**config.mk**
```make
export PLATFORM = sky130hd
export DESIGN_NAME = demux_deser8
export DESIGN_NICKNAME = d
export VERILOG_FILES = /design/src/rtl/demux_deser_pkg.sv /design/src/rtl/demux_deser_outreg.sv /design/src/rtl/demux_deser8.sv
export SDC_FILE = /design/constraint.sdc
export NUM_CORES = 1
export LEC_CHECK = 0
export BUFFER_PORTS_ARGS = -buffer_cell sky130_fd_sc_hd__buf_2
export CAP_MARGIN = 20
export CORE_MARGIN = 5
export CORE_UTILIZATION = 35
export CTS_CLUSTER_DIAMETER = 80
export DETAILED_ROUTE_END_ITERATION = 8
export GPL_TIMING_DRIVEN = 0
export PLACE_DENSITY = 0.58
export SETUP_SLACK_MARGIN = 0.4
export SLEW_MARGIN = 20
export SYNTH_ARGS = -nofsm -noshare
export SYNTH_HDL_FRONTEND = slang
export SYNTH_SLANG_ARGS = --single-unit
```
**constraint.sdc**
```tcl
create_clock -name clk -period 3.04 [get_ports clk]
set_input_delay 0.456 -clock clk [delete_from_list [all_inputs] [get_ports clk]]
set_output_delay 0.456 -clock clk [all_outputs]
set_load 0.02 [all_outputs]
```
**src/rtl/demux_deser_pkg.sv**
```systemverilog
// demux_deser_pkg: shared FSM state type and bit-position helpers for the deserializer.
package demux_deser_pkg;
  typedef enum logic {COLLECT, LAST} state_t;
  function automatic int sel_w(input int width);
    return $clog2(width);
  endfunction
  function automatic int start_pos(input int width, input bit msb_first);
    return msb_first ? width - 1 : 0;
  endfunction
  function automatic int end_pos(input int width, input bit msb_first);
    return msb_first ? 0 : width - 1;
  endfunction
endpackage

```
**src/rtl/demux_deser_outreg.sv**
```systemverilog
// demux_deser_outreg: word holding register with valid/ready, load-while-pop and sticky overrun.
module demux_deser_outreg #(
  parameter int WIDTH = 8
) (
  input  logic             clk,
  input  logic             rst,
  input  logic             load_i,
  input  logic [WIDTH-1:0] data_i,
  input  logic             ready_i,
  output logic [WIDTH-1:0] data_o,
  output logic             valid_o,
  output logic             overrun_o
);
  logic [WIDTH-1:0] data_q, data_d;
  logic valid_q, valid_d, overrun_q, overrun_d, drop, take;
  always_comb begin
    drop      = load_i && valid_q && !ready_i;
    take      = load_i && !drop;
    data_d    = take ? data_i : data_q;
    valid_d   = take || (valid_q && !ready_i);
    overrun_d = overrun_q || drop;
  end
  always_ff @(posedge clk or posedge rst) begin
    if (rst) begin
      data_q    <= '0;
      valid_q   <= 1'b0;
      overrun_q <= 1'b0;
    end else begin
      data_q    <= data_d;
      valid_q   <= valid_d;
      overrun_q <= overrun_d;
    end
  end
  assign data_o    = data_q;
  assign valid_o   = valid_q;
  assign overrun_o = overrun_q;
endmodule

```
**src/rtl/demux_deser8.sv**
```systemverilog
// demux_deser8: serial-to-parallel deserializer; a registered 1:WIDTH demux select steers each bit into the word.
module demux_deser8
  import demux_deser_pkg::*;
#(
  parameter int WIDTH     = 8,
  parameter bit MSB_FIRST = 1'b0
) (
  input  logic                    clk,
  input  logic                    rst,
  input  logic                    din,
  input  logic                    din_valid,
  input  logic                    sync,
  output logic [WIDTH-1:0]        dout,
  output logic                    dout_valid,
  input  logic                    dout_ready,
  output logic [sel_w(WIDTH)-1:0] sel,
  output logic                    overrun
);
  localparam int SEL_W = sel_w(WIDTH);
  localparam logic [SEL_W-1:0] START = SEL_W'(start_pos(WIDTH, MSB_FIRST));
  localparam logic [SEL_W-1:0] FINAL = SEL_W'(end_pos(WIDTH, MSB_FIRST));
  localparam logic [SEL_W-1:0] STEP = MSB_FIRST ? '1 : SEL_W'(1);
  localparam logic [SEL_W-1:0] AFTER_START = START + STEP;
  state_t state_q, state_d;
  logic [SEL_W-1:0] sel_q, sel_d, sel_inc;
  logic [WIDTH-1:0] asm_q, asm_d, word;
  logic complete;
  always_comb begin
    state_d  = state_q;
    sel_d    = sel_q;
    asm_d    = asm_q;
    complete = 1'b0;
    sel_inc  = sel_q + STEP;
    word     = asm_q;
    word[sel_q] = din;
    if (sync) begin
      asm_d        = '0;
      asm_d[START] = din_valid && din;
      sel_d        = din_valid ? AFTER_START : START;
      state_d      = (din_valid && AFTER_START == FINAL) ? LAST : COLLECT;
    end else if (din_valid) begin
      complete = state_q == LAST;
      asm_d    = complete ? '0 : word;
      sel_d    = complete ? START : sel_inc;
      state_d  = (!complete && sel_inc == FINAL) ? LAST : COLLECT;
    end
  end
  always_ff @(posedge clk or posedge rst) begin
    if (rst) begin
      state_q <= COLLECT;
      sel_q   <= START;
      asm_q   <= '0;
    end else begin
      state_q <= state_d;
      sel_q   <= sel_d;
      asm_q   <= asm_d;
    end
  end
  assign sel = sel_q;
  demux_deser_outreg #(.WIDTH(WIDTH)) u_outreg (
    .clk      (clk),
    .rst      (rst),
    .load_i   (complete),
    .data_i   (word),
    .ready_i  (dout_ready),
    .data_o   (dout),
    .valid_o  (dout_valid),
    .overrun_o(overrun)
  );
endmodule

```
Word level (Yosys, flattened, before mapping)
Index checks and enable logic that the tools add are counted.
Storage, ports and cells
  register bits after elaboration: 22
  input port bits: 6
  output and inout port bits: 13
  word-level logic and storage cells: 38
Operators by class
  add/sub/neg operators: 1
  order comparisons: 2
  equal/unequal tests: 1
  mux-type cells: 15
  reductions and logical operators: 13
Operators by type and width (count)
  two-way mux 8 bit: 3
  two-way mux 3 bit: 3
  bitwise mux 8 bit: 1
  logical AND 1 bit: 7
  two-way mux 1 bit: 7
  < comparator 3 x 4 -> 1 bit (second input constant): 1
  adder 3 x 1 -> 3 bit (second input constant): 1
  demux 1 bit (select 3 bit): 1
  equality test 3 bit (second input constant): 1
  >= comparator 3 x 1 -> 1 bit (second input constant): 1
  zero test 1 bit: 3
  logical OR 1 bit: 2
  nonzero test 2 bit: 1

Longest topological paths before layout
Gate-level depths: netlist of run 1.
  depth in word-level cells: 8
  mapped depth: 6
  gate-level depth less buffers: 5

Hierarchy
From an unflattened synthesis of run 1, not the netlist that was laid out.
Second synthesis, totals
  cell total of the unflattened synthesis: 118
  area, all modules: 1236.2 um2
Modules (own cells, without submodules)
  demux_deser8: times used 1, cells an instance 94, area an instance 822.0 um2, sequential area each 300.3 um2
  demux_deser_outreg: times used 1, cells an instance 24, area an instance 414.1 um2, sequential area each 250.2 um2

Worst setup path after synthesis of run 1
OpenSTA, ideal clock, no wires.
  path type: register to register
  start: register sel_q[0], in the netlist sel[0]
  end: register u_outreg.data_q[2], in the netlist u_outreg.data_o[2]
  data arrival time: 1.532 ns
  required time: 2.915 ns
  setup slack: 1.383 ns
  stages on the path, launching flop included: 5
  path buffers: 1
  period minus slack after synthesis: 1.657 ns
  cells stage by stage: dfrtp_1 > buf_6 > nor3b_1 > mux2_2 > mux2_4
Between the ends
  cells in the longest elaborated chain, start to end: 5
  elaborated cells on any way between the ends: 6
RTL lines
  from (decl): RTL line demux_deser8.sv:25  | logic [SEL_W-1:0] sel_q, sel_d, sel_inc;
  from (signal assigned): RTL line demux_deser8.sv:55  | sel_q <= sel_d;
  < comparator 3 x 4 -> 1 bit (not written as such) or >= comparator 3 x 1 -> 1 bit (tied branches): RTL line demux_deser8.sv:35  | word[sel_q] = din;
  logical AND 1 bit (not written as such): RTL line demux_deser8.sv:35
  two-way mux 1 bit (not written as such): RTL line demux_deser8.sv:35
  demux 1 bit (select 3 bit) *: RTL line demux_deser8.sv:35
  bitwise mux 8 bit *: RTL line demux_deser8.sv:35
  to (signal assigned): RTL line demux_deser_outreg.sv:29  | data_q <= data_d;
  to (decl): RTL line demux_deser_outreg.sv:14  | logic [WIDTH-1:0] data_q, data_d;
Every way passes the cells marked *; elsewhere a longest branch is shown, timed or not.
A chain may end at the register's enable or synchronous reset.

Worst setup path after layout of run 1
Ends and elaborated chain as after synthesis.

==> impl_metrics.tcl, run 1 <==
set metrics [dict create \
    outcome "complete, no violations" \
    syn_to_final_growth_pct 15.5 \
    routed_wirelength_um 2570 \
    synthArstFlopShare_pct 100 \
    fin_setup_tns_ns 0 \
    min_period_ns 1.72 \
    clk_latency_ns 0.32 \
    avgSynthCellArea_um2 11.0 \
    die_area_um2 4890 \
    dp.cells 177 \
    stdcell_count 181 \
    cap_viol_max_count 0 \
    avgRoutedWirePerCell_um 14.2 \
    clockPowerShare_pct 36.9 \
    layout_commonest_cell "dfrtp_1" \
    critPathMaxFanout 10 \
    clock_skew_ns 0.0199 \
    setup_viol 0 \
    htreeDepth 1 \
    clockRootBuffer "clkbuf_4" \
    final_cell_mix "22 x dfrtp_1, 17 x buf_2, 12 x mux2_2" \
    synth_top_family_by_area "simple AND/OR/NAND/NOR gates" \
    dr.pass1.iters 4 \
    clock_sink_count 22 \
    syn_inst 114 \
    min_period_over_period_pct 56.7 \
    end_kind "flip-flop" \
    drcViolationCount 0 \
    met3_length_um 123 \
    yosys_register_bits 22 \
    fp.dieW_um 69.9 \
    p_int_uw 467 \
    num_vias 909 \
    min_path_type "input port to asynchronous set/reset pin" \
    slew_headroom_pct 43.5 \
    cts_setup_buffers 0 \
    p_leak_uw 0.000721 \
    cts_resized 0 \
    seq_power_share_pct 49.8 \
    cts_buffers 3 \
    yosysWarnings 0 \
    crit_type "flip-flop to flip-flop" \
    synth_cell_types 37 \
    io_buffers 17 \
    route.antenna.remaining_nets 0 \
    nNetsFinal 144 \
    synth_mux_area_share_pct 16.3 \
    layout-drive-gt1-share_pct 35.6 \
    start_util_pct 36.8 \
    synth_edf_count 0 \
    reg2reg_depth 4 \
    core_area_um2 3420 \
    r2r_slack_ns 1.32 \
    ys_seq_area_share_pct 43.8 \
    cts_tree "yes" \
    grt_pass1_wl_um 4770 \
    hold_viol_final 0 \
    globalRouteTotalUtil_pct 12.0 \
    fmax_mhz 580 \
    dr.max_layer_used "met4" \
    worstReg2RegEnd "u_outreg.data_o[2]" \
    syn-cell-area_um2 1260 \
    rr_startpoint "sel[0]" \
    cts_buffer_depth 2 \
    viasPerCell 5.02 \
    drv_slew 0 \
    setup_ws_ns 1.32 \
    wl_met2_um 1150 \
    synth_top_flop_cell "dfrtp_1" \
    worst_ep_required_time_ns 3.24 \
    antenna_cells 0 \
    grt_max_degree 23 \
    netSwitchingFraction_pct 24.2 \
    startpoint_type "flip-flop" \
    rows 21 \
    synth_nets 122 \
    synth_fa_ha_area_share_pct 1.99 \
    powerDensity_nw_per_um2 424 \
    dp_hpwl_um 1850 \
    hold_buffers 0 \
    antenna_found_initial 0 \
    post-place-ws_ns 1.35 \
    gr-total-overflow 0 \
    wl_met1_um 1280 \
    grt_pass1_vias 978 \
    power.switching_uw 149 \
    arrival_ns 1.92 \
    ioPinCount 19 \
    first_iter_violations 23 \
    routabilityCongestion 0.859 \
    synth_compound_area_share_pct 12.0 \
    synth_xor_area_share_pct 0.697 \
    synth-simple-area-share_pct 19.1 \
    fillCellCount 333 \
    combPwrFrac_pct 13.4 \
    vdd_drop_max_mv 0.314 \
    rsz0062_at_grt "false" \
    tightest_slew_ns 0.846 \
    die_height_um 69.9 \
    path_clk_slew_ns 0.14 \
]
==> metal layers <==
metal  vias up  track usage, %
li1        444               -
met4         0            1.91
met5         -               0
met3         2            3.87
met1       442            16.0
met2        21            19.2
==> flip-flops by register name, summed over array words and instances (netlist names) <==
register and count:
asm_q 8, state_q 1, u_outreg.data_o 8, u_outreg.overrun_o 1, sel 3, u_outreg.valid_o 1
==> cell families after synthesis <==
family / count (synthesis)
AO/OA/AOI/OAI: 24
XOR/XNOR: 1
multiplexers: 17
adder cells (fa/ha/maj): 2
buffers and inverters: 13
AND/OR/NAND/NOR: 35
flip-flops: 22
==> synthesized netlist by cell type, types with 2 or more instances <==
cell       number  area [µm²]
nor2b_1         7        43.8
buf_6           3        33.8
nor3b_1         2        15.0
o2bb2ai_1       5        43.8
a21oi_1         5        25.0
dfrtp_1        22         551
nor3b_2         2        25.0
inv_1           3        11.3
o21ai_0         9        45.0
nand2b_1        2        12.5
nor2_1          3        11.3
mux2_2         12         135
mux2_4          4        60.1
nand2_1         8        30.0
clkbuf_1        4        15.0
ha_1            2        25.0
==> metrics by stage <==
step           cell area, µm²  total power, µW  hold slack (ns)  util, %
2_1_floorplan            1260              372            0.445        -
3_3_place_gp             1400              393            0.454     41.0
3_5_place_dp             1400              395            0.481     41.0
4_1_cts                  1450              622            0.304     42.5
5_1_grt                  1450              645            0.358     42.5
6_report                 1450              615            0.279     42.5
==> power groups by stage <==
stage / logic, µW / registers (µW) / clock network [µW]
CTS: 83.1 / 306 / 233
finish: 82.3 / 306 / 227
floorplan: 57.2 / 315 / 0
detailed placement: 82.7 / 312 / 0
global route: 93.7 / 308 / 243
global placement: 81.5 / 312 / 0
==> worst max path at each step <==
stage	startpoint	endpoint	slack, ns	cells past startpoint
floorplan	sel[0]	u_outreg.data_o[2]	1.38	4
global placement	sel[0]	u_outreg.data_o[2]	1.35	4
detailed placement	sel[0]	u_outreg.data_o[2]	1.35	4
CTS	sel[0]	u_outreg.data_o[2]	1.30	4
global route	sel[0]	u_outreg.data_o[2]	1.21	4
finish	sel[0]	u_outreg.data_o[2]	1.32	4
==> critical path: stages (launching register included) <==
cell and delay (ns):
dfrtp_1 0.47, buf_6 0.17, nor3b_1 0.33, mux2_2 0.38
mux2_4 0.25
==> area by class of cell <==
cell class | instances | area (µm²) | area share [%]
multi-input combinational | 79 | 629 | 43.4
sequential | 22 | 551 | 37.9
timing repair buffer | 17 | 85.1 | 5.86
buffer | 10 | 65.1 | 4.48
tap | 46 | 57.6 | 3.97
clock inverter | 1 | 30.0 | 2.07
clock buffer | 3 | 22.5 | 1.55
inverter | 3 | 11.3 | 0.776
(Power assumes the default switching activity.)
==> run 2, diff against run 1 <==
--- a/config.mk
+++ b/config.mk
@@ -5,6 +5,7 @@
 export SDC_FILE = /design/constraint.sdc
 export NUM_CORES = 1
 export LEC_CHECK = 0
+export ABC_AREA = 1
 export BUFFER_PORTS_ARGS = -buffer_cell sky130_fd_sc_hd__buf_2
 export CAP_MARGIN = 20
 export CORE_MARGIN = 5
@@ -12,7 +13,7 @@
 export CTS_CLUSTER_DIAMETER = 80
 export DETAILED_ROUTE_END_ITERATION = 8
 export GPL_TIMING_DRIVEN = 0
-export PLACE_DENSITY = 0.58
+export PLACE_DENSITY = 0.59
 export SETUP_SLACK_MARGIN = 0.4
 export SLEW_MARGIN = 20
 export SYNTH_ARGS = -nofsm -noshare
==> constraint.sdc (replaced) <==
create_clock -name clk -period 1.79 [get_ports clk]
set_input_delay 0.2685 -clock clk [delete_from_list [all_inputs] [get_ports clk]]
set_output_delay 0.2685 -clock clk [all_outputs]
set_load 0.02 [all_outputs]
==> run 2 against run 1 <==
  * Critical path depth down 3
  * Power grew 46%
  * Clock skew fell by 0.016 ns
  * Wire length shrank 9.9%
  * Via count rose by 3.9%
  * First-iteration DRC count increased by 39%
  * Critical path type is now flip-flop to output port
  * Largest cell class is now registers
==> impl_metrics.tcl, run 2 <==
set metrics [dict create \
    ys_top_cells_by_count "61 x nand2_1, 22 x dfrtp_1, 19 x nand3_1" \
    hold_buffers 0 \
    syn-cell-area_um2 1120 \
    critPathMaxFanout 4 \
    p_leak_uw 0.000746 \
    cts_setup_buffers 0 \
    nNetsFinal 174 \
    route.antenna.remaining_nets 0 \
    dr.pass1.iters 4 \
    synth_top_flop_cell "dfrtp_1" \
    synth_nets 151 \
    ys_seq_area_share_pct 49.0 \
    stdcell_area_um2 1290 \
    crit_family "flip-flops" \
    clk_latency_ns 0.30 \
    clock_skew_ns 0.00431 \
    antenna_found_initial 0 \
    cts_tree "yes" \
    worst_ep_required_time_ns 1.52 \
    powerDensity_nw_per_um2 694 \
    globalRouteTotalUtil_pct 11.8 \
    yosysWarnings 0 \
    final_cell_mix "61 x nand2_1, 22 x dfrtp_1, 19 x nand3_1, 19 x buf_2, 11 x inv_1" \
    routed_wirelength_um 2310 \
    yosysTopAreaCell "dfrtp_1" \
    outcome "complete, no violations" \
    startpoint_type "flip-flop" \
    hold_viol_final 0 \
    arrival_ns 0.91 \
    synthTopCellsByArea "dfrtp_1 49%, nand2_1 20%, nand3_1 8.5%, inv_1 3.7%, ha_1 2.2%" \
    path_clk_slew_ns 0.11 \
    core_area_um2 3080 \
    rsz0062_at_grt "false" \
    grt_max_degree 23 \
    first_iter_violations 32 \
    antenna_cells 0 \
    cap_viol_max_count 0 \
    fin_setup_tns_ns 0 \
    layout_commonest_cell "nand2_1" \
    cp_cell_sequence "buf_2" \
    clockRootBuffer "clkbuf_4" \
    syn_inst 143 \
    end_kind "output port" \
    setup_viol 0 \
    critical_path_buf_inv_count 1 \
    slowest_stage "dfrtp_1" \
    num_vias 944 \
    grt_util_met1_pct 14.0 \
    layout-drive-gt1-share_pct 22.6 \
    use_met2_pct 20.9 \
    dp_hpwl_um 1760 \
    fp.dieW_um 66.7 \
    vdd_drop_max_mv 0.495 \
    routabilityCongestion 0.744 \
    synthArstFlopShare_pct 100 \
    syn_to_final_growth_pct 14.9 \
    start_util_pct 36.5 \
    clock_sink_count 22 \
    drv_slew 0 \
    register_area_um2 551 \
    min_path_type "input port to asynchronous set/reset pin" \
    cts_buffer_depth 2 \
    die_height_um 66.7 \
    synth_cell_types 20 \
    tightest_slew_ns 0.817 \
    multiInputGateArea_um2 472 \
    grt_pass1_wl_um 4070 \
    fillCellCount 334 \
    rows 20 \
    drcViolationCount 0 \
    synth_top_area_share_pct 49.0 \
    ioPinCount 19 \
    grt_pass1_vias 927 \
    place_area_um2 1270 \
    io_buffers 18 \
    slew_headroom_pct 45.5 \
    grt-busiest-layer "met2" \
    synth_most_common_cell "nand2_1" \
    viasPerCell 4.54 \
    yosys_register_bits 22 \
    crit_type "flip-flop to output port" \
    die_area_um2 4440 \
    htreeDepth 1 \
    met3_usage_pct 4.05 \
    min_period_ns 1.18 \
    avgSynthCellArea_um2 7.86 \
    cts_resized 0 \
    gr-total-overflow 0 \
    avgRoutedWirePerCell_um 11.1 \
    min_period_over_period_pct 65.8 \
    fmax_mhz 848 \
    synth_edf_count 0 \
    slowest_delay_ns 0.43 \
    cts_buffers 3 \
]
run 2: cell count changes after synthesis, moves of 3 or more:
cell	before	now
nand2_1	8	61
nand3_1	1	19
mux2_2	12	0
o21ai_0	9	0
inv_1	3	11
nor2b_1	7	0
inv_2	0	6
a21oi_1	5	0
o2bb2ai_1	5	0
clkbuf_1	4	0
mux2_4	4	0
nand4_1	1	4
nor2_2	0	3
run 2: layout make-up:
type	count	area share (%)
multi-input cells	99	36.5
repair buffers	18	6.98
clock buffers	3	1.74
plain buffers	4	2.42
well taps	44	4.26
inverters	18	5.43
flip-flops and latches	22	42.6
run 2: logic make-up after synthesis:
logic type	Yosys count	share of synthesized area (%)
compound gates	5	2.90
xor+xnor	1	0.780
fa+ha+maj	2	2.23
buf+inv	22	9.02
flops	22	49.0
simple gates	91	36.1
run 2: per-stage QoR:
| step | setup WS [ns] | hold WS, ns | util, % | instances | power [µW] |
|---|---|---|---|---|---|
| 2_1_floorplan | 0.668 | 0.258 | - | 143 | 646 |
| 3_3_place_gp | 0.678 | 0.453 | 41.2 | 205 | 686 |
| 3_5_place_dp | 0.647 | 0.465 | 41.2 | 205 | 690 |
| 4_1_cts | 0.591 | 0.137 | 42.0 | 208 | 912 |
| 5_1_grt | 0.523 | 0.195 | 42.0 | 208 | 958 |
| 6_report | 0.611 | 0.106 | 42.0 | 208 | 897 |
run 2: worst paths after layout:
kind                       slack [ns]               start                  to  depth (start not counted)
setup / recovery                 0.61              sel[1]              sel[1]                          1
setup reg to reg                 0.63              sel[1]  u_outreg.data_o[0]                          5
hold reg to reg                  0.49  u_outreg.data_o[2]  u_outreg.data_o[2]                          2
max in group asynchronous        1.18                 rst  u_outreg.data_o[4]                          2
min in group clk                 0.25          dout_ready    u_outreg.valid_o                          4
hold / removal                   0.11                 rst  u_outreg.data_o[0]                          2
run 2: power breakdown:
part | internal, µW | switching [µW]
clock | 78.5 | 140
combinational | 47.7 | 105
sequential | 514 | 11.3
run 2: metal layers:
layer  share of wire (%)  wire length [µm]
met3                 4.9               114
met1                  45              1050
met2                  50              1150
met4                   0                 0
met5                   0                 0
==> run 3, diff against run 2 <==
--- a/config.mk
+++ b/config.mk
@@ -13,7 +13,7 @@
 export CTS_CLUSTER_DIAMETER = 80
 export DETAILED_ROUTE_END_ITERATION = 8
 export GPL_TIMING_DRIVEN = 0
-export PLACE_DENSITY = 0.59
+export PLACE_DENSITY = 0.61
 export SETUP_SLACK_MARGIN = 0.4
 export SLEW_MARGIN = 20
 export SYNTH_ARGS = -nofsm -noshare
==> constraint.sdc (replaced) <==
create_clock -name clk -period 1 [get_ports clk]
set_input_delay 0.15 -clock clk [delete_from_list [all_inputs] [get_ports clk]]
set_output_delay 0.15 -clock clk [all_outputs]
set_load 0.02 [all_outputs]
==> run 3 against run 2 <==
  * The run now ends with hold timing, setup timing left
  * Largest power group unchanged
  * Critical path type is now flip-flop to flip-flop
  * Hold slack worse by 0.27 ns
  * Clock skew down 0.0020 ns
  * Critical endpoint is now state_q
  * Final area up 27%
  * Via count up 12%
==> impl_metrics.tcl, run 3 (synthesis gave the netlist of run 2 again) <==
set metrics [dict create \
    layout_commonest_cell "nand2_1" \
    startpoint "sel[0]" \
    drv_slew 0 \
    hold_slack_ns -0.163 \
    critPathMaxFanout 5 \
    reg2reg_depth 4 \
    clk_latency_ns 0.32 \
    vdd_drop_max_mv 0.733 \
    num_vias 1056 \
    cts_buffer_depth 2 \
    worst_ep_required_time_ns 1.27 \
    setup_viol 33 \
    fp.dieW_um 66.7 \
    dr.pass1.iters 4 \
    drcViolationCount 0 \
    clock_skew_ns 0.00227 \
    min_period_over_period_pct 111 \
    p_leak_uw 0.000840 \
    fillCellCount 286 \
    die_height_um 66.7 \
    cts_tree "yes" \
    min_period_ns 1.11 \
    setup_ws_ns -0.112 \
    die_area_um2 4440 \
    rsz0062_at_grt "true" \
    cts_buffers 3 \
    globalRouteTotalUtil_pct 13.9 \
    startpoint_type "flip-flop" \
    syn_to_final_growth_pct 45.9 \
    clock_sink_count 22 \
    slowest_stage "dfrtp_2" \
    slowest_delay_ns 0.48 \
    htreeDepth 1 \
    final_cell_mix "53 x nand2_1, 18 x buf_6, 18 x dfrtp_1" \
    antenna_found_initial 0 \
    tightest_slew_ns 0.497 \
    dp_hpwl_um 1780 \
    critical_path_buf_inv_count 0 \
    layout-drive-gt1-share_pct 42.5 \
    antenna_cells 0 \
    grt_max_degree 23 \
    avgRoutedWirePerCell_um 12.3 \
    hold_viol_final 22 \
    powerDensity_nw_per_um2 1140 \
    grt_pass1_wl_um 4690 \
    rr_startpoint "sel[0]" \
    nNetsFinal 190 \
    power_uw 1870 \
    violations "hold timing, setup timing" \
    arrival_ns 1.38 \
    path_clk_slew_ns 0.13 \
    first_iter_violations 41 \
    post-place-ws_ns -0.0722 \
    routed_wirelength_um 2760 \
    clockRootBuffer "clkbuf_4" \
    rows 20 \
    fmax_mhz 900 \
    register_area_um2 556 \
    io_buffers 18 \
    grt_util_met1_pct 17.6 \
    outcome "complete, but fails checks" \
    ioPinCount 19 \
    grt-busiest-layer "met2" \
    viasPerCell 4.69 \
    min_path_type "input port to asynchronous set/reset pin" \
    cp_cell_sequence "ha_2 > xor2_2 > nand3_2 > nand2_1" \
    crit_cells 4 \
    routabilityCongestion 0.749 \
    slew_headroom_pct 66.8 \
    end_kind "flip-flop" \
    start_util_pct 36.5 \
    use_met2_pct 23.8 \
    route.antenna.remaining_nets 0 \
    gr-total-overflow 0 \
    met3_usage_pct 3.71 \
    multiInputGateArea_um2 573 \
    core_area_um2 3080 \
    crit_family "flip-flops" \
    cap_viol_max_count 0 \
    crit_type "flip-flop to flip-flop" \
    grt_pass1_vias 1043 \
    fin_setup_tns_ns -1.70 \
]
[run 3: changes by cell type in the layout (fill, tap and decap cells not counted), moves of 3 or more]
cell / delta
nor2_4: +4
dfrtp_2: +4
buf_2: -12
nand3_2: +4
buf_6: +17
buf_4: +9
nor2_2: -3
nand3_1: -5
inv_1: -3
dfrtp_1: -4
nand2_2: +8
nand2_1: -8
[run 3: power breakdown]
part | internal, µW | switching (µW)
Sequential | 922 | 32.5
Clock | 223 | 294
Combinational | 166 | 233
Total | 1310 | 559
[run 3: repair_timing]
| item | CTS | global route |
|---|---|---|
| gates cloned | 3 | 1 |
| endpoints found under the setup margin | 39 | 35 |
| hold endpoints to repair | 22 | 22 |
| pin swaps | 2 | 9 |
| setup buffers | 7 | 5 |
| resized for setup | 34 | 19 |
[run 3: cell type report]
class,count,share of cell area (%)
repair buffers,33,17.5
clock buffers,4,2.21
inverters,18,5.11
well taps,44,3.36
plain buffers,4,2.98
multi-input cells,100,35.0
flip-flops and latches,22,33.9
[run 3: worst register-to-register path: stages (launching register included)]
cell	delay, ns
dfrtp_2	0.48
ha_2	0.22
xor2_2	0.19
nand3_2	0.09
nand2_1	0.08
[run 3: worst paths after layout]
path,endpoint,slack [ns]
setup / recovery,state_q,-0.11
setup reg to reg,state_q,-0.11
hold reg to reg,asm_q[2],0.49
hold / removal,u_outreg.data_o[2],-0.16
max in group asynchronous,sel[2],0.85
min in group clk,u_outreg.valid_o,0.11
[run 3: stage by stage]
step | utilization, % | cell area [µm²] | hold WS [ns] | std cells
2_1_floorplan | - | 1150 | 0.139 | 143
3_3_place_gp | 42.2 | 1300 | 0.359 | 205
3_5_place_dp | 42.2 | 1300 | 0.380 | 205
4_1_cts | 49.6 | 1530 | -0.147 | 219
5_1_grt | 53.3 | 1640 | -0.123 | 225
6_report | 53.3 | 1640 | -0.163 | 225
[run 3: layer usage]
metal	vias to the layer above	routed length, µm	share of wire [%]
met2	17	1400	51
met4	0	25	0.91
met3	5	110	4.0
met1	509	1220	44
met5	-	0	0
li1	525	-	-
